$ cat src/rtl/subtractor_skla_pipe_pkg.sv
// Shared helpers for the Sklansky prefix-tree family: level count and
// per-bit block geometry used to wire each prefix level.
package subtractor_skla_pipe_pkg;

  function automatic int prefix_levels(input int width);
    return (width <= 1) ? 0 : $clog2(width);
  endfunction

  // Bit k sits in the upper half of its 2^(level+1) block and combines with the lower half.
  function automatic bit in_upper_half(input int level, input int k);
    return ((k >> level) & 1) == 1;
  endfunction

  function automatic int block_start(input int level, input int k);
    return (k >> level) << level;
  endfunction

  // Groups covering bit 0 already hold final carries, so their propagate is no longer needed.
  function automatic bit anchored(input int level, input int k);
    return (k >> (level + 1)) == 0;
  endfunction

endpackage

$ cat src/rtl/skla_prefix_stage.sv
// One registered Sklansky prefix level: merges each upper-half bit with the
// top bit of the lower half of its block, and forwards side data unchanged.
module skla_prefix_stage
  import subtractor_skla_pipe_pkg::*;
#(
  parameter int WIDTH = 16,
  parameter int LEVEL = 0
) (
  input  logic             clk,
  input  logic             resetn,
  input  logic             en,
  input  logic             vld,
  input  logic [WIDTH-1:0] g,
  input  logic [WIDTH-1:0] p,
  input  logic [WIDTH+1:0] side,
  output logic             vld_reg,
  output logic [WIDTH-1:0] g_reg,
  output logic [WIDTH-1:0] p_reg,
  output logic [WIDTH+1:0] side_reg
);

  logic [WIDTH-1:0] g_lvl;
  logic [WIDTH-1:0] p_lvl;

  for (genvar k = 0; k < WIDTH; k++) begin : g_bit
    if (in_upper_half(LEVEL, k)) begin : g_upper
      localparam int SRC = block_start(LEVEL, k) - 1;
      assign g_lvl[k] = g[k] | (p[k] & g[SRC]);
      if (anchored(LEVEL, k)) begin : g_anch
        assign p_lvl[k] = p[k];
      end else begin : g_free
        assign p_lvl[k] = p[k] & p[SRC];
      end
    end else begin : g_pass
      assign g_lvl[k] = g[k];
      assign p_lvl[k] = p[k];
    end
  end

  always_ff @(posedge clk or negedge resetn) begin
    if (!resetn) begin
      vld_reg  <= 1'b0;
      g_reg    <= '0;
      p_reg    <= '0;
      side_reg <= '0;
    end else if (en) begin
      vld_reg  <= vld;
      g_reg    <= g_lvl;
      p_reg    <= p_lvl;
      side_reg <= side;
    end
  end

endmodule

$ cat src/rtl/subtractor_skla_pipe.sv
// Pipelined Sklansky subtractor: a - b - bi computed as a + ~b + ~bi, with one
// register after p/g generation, one per prefix level and one at the output.
module subtractor_skla_pipe
  import subtractor_skla_pipe_pkg::*;
#(
  parameter int WIDTH = 16
) (
  input  logic             clk,
  input  logic             resetn,
  input  logic             s_valid,
  output logic             s_ready,
  input  logic [WIDTH-1:0] a,
  input  logic [WIDTH-1:0] b,
  input  logic             bi,
  output logic             m_valid,
  input  logic             m_ready,
  output logic [WIDTH:0]   d,
  output logic             ov
);

  localparam int GP = prefix_levels(WIDTH);

  function automatic logic maj3(input logic x, input logic y, input logic z);
    return (x & y) | (x & z) | (y & z);
  endfunction

  function automatic logic sub_overflow(input logic a_msb, input logic b_msb, input logic diff_msb);
    return (a_msb ^ b_msb) & (a_msb ^ diff_msb);
  endfunction

  logic en;
  assign en      = ~m_valid | m_ready;
  assign s_ready = en;

  logic [WIDTH-1:0] b_inv;
  logic [WIDTH-1:0] p_gen;
  logic [WIDTH-1:0] g_gen;
  logic [WIDTH-1:0] hs_gen;

  always_comb begin
    b_inv     = ~b;
    p_gen     = a ^ b_inv;
    g_gen     = a & b_inv;
    g_gen[0]  = maj3(a[0], b_inv[0], ~bi);
    // The half-sum word keeps the raw propagate, except bit 0 which is already the final sum.
    hs_gen    = p_gen;
    hs_gen[0] = p_gen[0] ^ ~bi;
  end

  // Stage 0: p/g generation
  logic             vld_p0;
  logic [WIDTH-1:0] g_p0;
  logic [WIDTH-1:0] p_p0;
  logic [WIDTH+1:0] side_p0;

  always_ff @(posedge clk or negedge resetn) begin
    if (!resetn) begin
      vld_p0  <= 1'b0;
      g_p0    <= '0;
      p_p0    <= '0;
      side_p0 <= '0;
    end else if (en) begin
      vld_p0  <= s_valid;
      g_p0    <= g_gen;
      p_p0    <= p_gen;
      side_p0 <= {a[WIDTH-1], b[WIDTH-1], hs_gen};
    end
  end

  // Stages 1..GP: one Sklansky level each
  logic             vld_lv  [0:GP];
  logic [WIDTH-1:0] g_lv    [0:GP];
  logic [WIDTH-1:0] p_lv    [0:GP];
  logic [WIDTH+1:0] side_lv [0:GP];

  assign vld_lv[0]  = vld_p0;
  assign g_lv[0]    = g_p0;
  assign p_lv[0]    = p_p0;
  assign side_lv[0] = side_p0;

  for (genvar l = 0; l < GP; l++) begin : g_level
    skla_prefix_stage #(
      .WIDTH (WIDTH),
      .LEVEL (l)
    ) u_stage (
      .clk      (clk),
      .resetn   (resetn),
      .en       (en),
      .vld      (vld_lv[l]),
      .g        (g_lv[l]),
      .p        (p_lv[l]),
      .side     (side_lv[l]),
      .vld_reg  (vld_lv[l+1]),
      .g_reg    (g_lv[l+1]),
      .p_reg    (p_lv[l+1]),
      .side_reg (side_lv[l+1])
    );
  end

  logic [WIDTH-1:0] carry;
  logic [WIDTH-1:0] hs_fin;
  logic [WIDTH-1:0] diff_fin;
  logic             a_msb_fin;
  logic             b_msb_fin;
  logic             bo_fin;
  logic             ov_fin;

  always_comb begin
    carry     = g_lv[GP];
    hs_fin    = side_lv[GP][WIDTH-1:0];
    a_msb_fin = side_lv[GP][WIDTH+1];
    b_msb_fin = side_lv[GP][WIDTH];
    diff_fin  = hs_fin;
    for (int i = 1; i < WIDTH; i++) begin
      diff_fin[i] = hs_fin[i] ^ carry[i-1];
    end
    bo_fin = ~carry[WIDTH-1];
    ov_fin = sub_overflow(a_msb_fin, b_msb_fin, diff_fin[WIDTH-1]);
  end

  // Final stage: sum and flags
  always_ff @(posedge clk or negedge resetn) begin
    if (!resetn) begin
      m_valid <= 1'b0;
      d       <= '0;
      ov      <= 1'b0;
    end else if (en) begin
      m_valid <= vld_lv[GP];
      d       <= {bo_fin, diff_fin};
      ov      <= ov_fin;
    end
  end

endmodule

$ cat config.mk
export PLATFORM = sky130hd
export DESIGN_NAME = subtractor_skla_pipe
export DESIGN_NICKNAME = d
export VERILOG_FILES = /design/src/rtl/subtractor_skla_pipe_pkg.sv /design/src/rtl/skla_prefix_stage.sv /design/src/rtl/subtractor_skla_pipe.sv
export SDC_FILE = /design/constraint.sdc
export NUM_CORES = 1
export LEC_CHECK = 0
export BUFFER_PORTS_ARGS = -buffer_cell sky130_fd_sc_hd__clkbuf_2
export CORE_ASPECT_RATIO = 0.9
export CORE_UTILIZATION = 40
export DETAILED_ROUTE_END_ITERATION = 10
export GPL_TIMING_DRIVEN = 0
export SYNTH_ARGS = -nofsm -noshare
export SYNTH_HDL_FRONTEND = slang
export SYNTH_SLANG_ARGS = --single-unit
$ cat constraint.sdc
create_clock -name clk -period 1.2 [get_ports clk]
set_input_delay 0.24 -clock clk [delete_from_list [all_inputs] [get_ports clk]]
set_output_delay 0.24 -clock clk [all_outputs]
set_load 0.05 [all_outputs]
# Yosys cells after proc, flatten, opt, wreduce, memory -nomap -nowiden
# Index checks and enable logic that the tools add are counted.
# Widths: inputs -> output; s select.
# word_totals
in_bits	37
output_inout_bits	20
ff_bits	258
wordCells	134
# op_classes
bitwise	112
# ops
op	n
$and 1x1->1	53
$or 1x1->1	35
$xor 1x1->1	18
$and 16x16->16	1
$not 16->16	1
$xor 16x16->16	1
$not 1->1	3

# Logic depth before layout (Yosys ltp)
# depth
ltp_word	4
depth_mapped	7
mapped_depth_nobuf	4

# By module
# A second synthesis with hierarchy kept.
# unflattened
hier_cells	722
hier_area_um2	10809.1
# by_module_without_submodules
module	instances	area_per_inst_um2	cells_per_inst	seq_area_each_um2
subtractor_skla_pipe	1	2596.2	187	1376.3
skla_prefix_stage at g_level[3].u_stage	1	2129.5	126	1276.2
skla_prefix_stage at g_level[2].u_stage	1	2082.0	133	1276.2
skla_prefix_stage at g_level[1].u_stage	1	2028.2	137	1276.2
skla_prefix_stage at g_level[0].u_stage	1	1973.1	139	1276.2

# Worst setup path after synthesis
# No wires, ideal clock.
# synth_timing
path_type	flip-flop to output port
startpoint	reg m_valid
endpoint	out s_ready
t_arrival_ns	1.278
path_buffers	3
stages_incl_launch_ff	6
required_ns	0.960
slack_ns	-0.318
cell_sequence	dfrtp_1 -> nor2b_4 -> buf_6 -> inv_4 -> buf_6 -> buf_6
# synth_between
elab_chain_cells	2
# synth_rtl
item	line	source
from (decl)	subtractor_skla_pipe.sv:15	output logic m_valid,
from (signal assigned)	subtractor_skla_pipe.sv:128	m_valid <= vld_lv[GP];
$not 1->1	subtractor_skla_pipe.sv:32	assign en = ~m_valid | m_ready;
$or 1x1->1	subtractor_skla_pipe.sv:32	
to (decl)	subtractor_skla_pipe.sv:11	output logic s_ready,
# Every way passes these cells.

# Worst setup path after layout
# layout_timing
startpoint	reg m_valid
endpoint	reg g_level[1].u_stage.side_reg[13]
# layout_between
elab_chain_cells	2
# layout_rtl
item	line	source
$not 1->1	subtractor_skla_pipe.sv:32	
$or 1x1->1	subtractor_skla_pipe.sv:32	
to (signal assigned)	skla_prefix_stage.sv:50	side_reg <= side;
to (decl)	skla_prefix_stage.sv:19	output logic [WIDTH+1:0] side_reg
# Every way passes these cells.
# A chain may end at the register's enable or synchronous reset.

==> results.md <==
* Switching part of the total at between 30% and 40%
* Power Density at between 2000 and 3000 nW/um2
* Sink Count at between 200 and 250
* Register area at approximately 5400 um2
* Setup tns final at -102.62 ns
* Share of cells above drive strength 1 at 45.06%
* Register-to-register path setup slack at -0.54 ns
* Post-DP HPWL at 14150 um
* Combinational share of power at approximately two fifths
* FF-to-FF End: g_level[1].u_stage.side_reg[13]$_DFFE_PN0P_
* YS warnings at 0
* Max Clock Freq at between 500 and 600 MHz
* Clk pwr share at 20.7%
* Top FF cell, synth: dfrtp_1
* Endpoints failing setup at roughly 240
* Worst slew margin at between 60% and 70%
* WS Path Type: reg -> reg
* Initial core utilization at between 40% and 50%
* Hold Path Class: in -> async
* Max VDD drop at roughly 1100 uV
* Hold Violations, Final at 36
* Status: complete, but fails checks
* Area occupied by multi-input gates at between 4000 and 5000 um2
* CP Launch Type: flop
* Fill cell count at 1699
* CTS tree: yes
* Mapped cell area at ~8700 um2
* Post-DP Area at around 9500 um2
* Cell row count at 50
* Routed len/inst at about 18 um
* Vias after detailed routing at between 6k and 7k
* Non-filler cells, final at around 1.4k
* Seq/Total Area, Yosys at between 60 and 70%
* WP data arrival at about 2.1 ns
* Post-synth EDFFs at 0
* Vias in the first global route at roughly 6.9k
* Buffers added on ports at 56
* Pins Over Slew Limit at 0
* Die Width at between 150 and 200 um
* Final worst-path cycle share at 145.4%
* P_leak at 7.220 nW
* RePlAce Congestion at between 0.7 and 0.8
* Final Instance Area at between 10000 and 15000 um2
* CP max-delay cell: dfrtp_2
* Clk Latency, worst-skew pair at about 0.5 ns
* RSZ-0062 raised after global routing: true
* Residual DRC at 0
* CTS root buffer: clkbuf_16
* Largest net degree at the start of global routing at 93
* Max incr delay on CP at 0.39 ns
* Seq cells post-synth at about 220
* Violated checks: negative hold slack, negative setup slack
* Cells after DPL at ~1.3k
* Worst EP required at about 1.6 ns
* Core area at approximately 21000 um2
* Asr flop ratio synth at 100.0%
* Hold_buf cts at 1
* Pint at 0.02146 W
* Worst setup EP type: flop
* Clock Pin Slew Worst Setup and Hold Paths at approximately 0.060 ns
* TritonCTS buffer count at 24
* Synth unique cells at 21
* CTS H-tree lvls at 1
* Seq pwr share at about two fifths
* Total routed wirelength at 25020 um
* Final Critical Period at between 1.5 and 2 ns
* Die area at between 20000 and 25000 um2
* Worst R2R Path Depth at 11
* Worst Max-Slew Pin Slew at between 0.5 and 0.6 ns
* # IOs at 57
* Max Cap Viol at 0
* Post-detailed-route via-to-cell ratio at 4.909
* Syn nets at 1002
* Diodes inserted at 0
* TritonRoute pass-1 iters at 5
* CP most frequent cell: buf_12
* Post-Synthesis Cells at 949
* Clock Tree Buf Depth at 3
* Area Growth Syn to Fin at 51.63%
* Crit-path cells: nor2b_4 > buf_4 > buf_6 > buf_6 > buf_12 > buf_12 > buf_12 > buf_12 > buf_12 > nand2_2 > nand2_1
* ANT nets after route at 0
* WP buf/inv at 8
* Fin Hold WS at -0.3564 ns
* Total Routing Usage GR at a little under a quarter
* Initial antenna violation count at 0
* # nets final at ~1.2k
* Max reg flops at 72
* Util after Layout at 62.49%
* Die Height at between 100 and 150 um
* Grt total ovfl at 0
* Crit Path Max Fanout at 5
* Final setup margin at -0.5446 ns
* Worst R2R Start: m_valid$_DFFE_PN0P_
* Mean Syn Cell Area at about 9.1 um2
* Crit path max-delay family: buffers and inverters
* Initial drt markers at 490
* First-pass GRT wire length at 38830 um
* Setup Skew at 0.01559 ns
* NetSw at roughly 0.013 W
-- worst max-delay path by stage --
stage,from,to,depth (start not counted)
global placement,resetn,m_valid$_DFFE_PN0P_,1
floorplan,m_valid$_DFFE_PN0P_,g_level[0].u_stage.p_reg[15]$_DFFE_PN0P_,7
detailed placement,m_valid$_DFFE_PN0P_,d[4]$_DFFE_PN0P_,4
CTS,m_valid$_DFFE_PN0P_,s_ready,6
finish,m_valid$_DFFE_PN0P_,g_level[1].u_stage.side_reg[13]$_DFFE_PN0P_,11
global route,m_valid$_DFFE_PN0P_,s_ready,5
-- power groups by stage --
| stage | clock network, W | registers, W | logic, W |
|---|---|---|---|
| 2_1_floorplan | 0 | 0.0129 | 0.00476 |
| 3_3_place_gp | 0 | 0.0124 | 0.00782 |
| 3_5_place_dp | 0 | 0.0125 | 0.00801 |
| 4_1_cts | 0.00733 | 0.0127 | 0.0125 |
| 5_1_grt | 0.00767 | 0.0138 | 0.0152 |
| 6_report | 0.00723 | 0.0135 | 0.0142 |
-- cells by family after synthesis --
family | share of synthesized area (%)
AOI/OAI and AO/OA | 4.824
and+or+nand+nor | 24.41
adders and majority gates | 2.397
DFF | 62.68
buffers and inverters | 4.174
xor gates and xnor gates | 1.517
-- synth_stat cells (3+ instances only) --
cell      number  area share, %
nand3_1       17           0.98
o21ai_0       47            2.7
buf_2         29            1.7
xnor2_1       15            1.5
buf_4          9           0.78
ha_1          15            2.2
nor2_1         3           0.13
buf_6          5           0.65
dfrtp_1      217             63
a21oi_1       34            2.0
inv_1         17           0.74
clkbuf_1       5           0.22
nand2_1      528             23
-- cell usage in the layout (no fill, tap or decap), types with 15 or more instances in the layout --
| cell type | n |
|---|---|
| buf_4 | 33 |
| a21oi_1 | 32 |
| buf_16 | 19 |
| o21ai_2 | 18 |
| nand2_1 | 257 |
| buf_12 | 34 |
| clkbuf_16 | 30 |
| dfrtp_1 | 216 |
| nand2_2 | 166 |
| nand3_1 | 17 |
| ha_1 | 15 |
| inv_1 | 17 |
| buf_8 | 26 |
| clkbuf_2 | 35 |
| nand2_4 | 105 |
| o21ai_1 | 29 |
-- timing repair --
| item | 4_1_cts | 5_1_grt |
|---|---|---|
| buffers inserted | 33 | 16 |
| pin swaps | 15 | 108 |
| resized for setup | 310 | 309 |
| endpoints found under the setup margin | 235 | 236 |
| cloned | 25 | 3 |
| endpoints found under the hold margin | 37 | 36 |
-- metal layers --
layer	global-route usage, %	up-vias	share of wire (%)
met2	38.39	178	50
met3	3.329	54	3.5
li1	-	3265	-
met1	31.47	3376	44
met5	0	-	0
met4	6.490	0	2.9
-- per-stage QoR --
stage / total power, W / setup slack, ns / hold WS [ns]
after floorplan: 0.01769 / -0.1639 / -0.05559
after global placement: 0.02023 / -4.939 / 0.4408
after detailed placement: 0.02050 / -0.3719 / 0.1774
after CTS: 0.03255 / -0.5754 / -0.3552
after global routing: 0.03667 / -0.5744 / -0.3437
final: 0.03491 / -0.5446 / -0.3564
-- area by class of cell --
cell class,instances,area share (%)
Buffer,46,5.153
Clock buffer,36,5.458
Clock inverter,6,0.4381
Inverter,18,0.5524
Multi-Input combinational cell,665,31.65
Sequential cell,217,41.35
Tap cell,286,2.724
Timing Repair Buffer,126,12.68
Power figures use the tool's default switching activity.
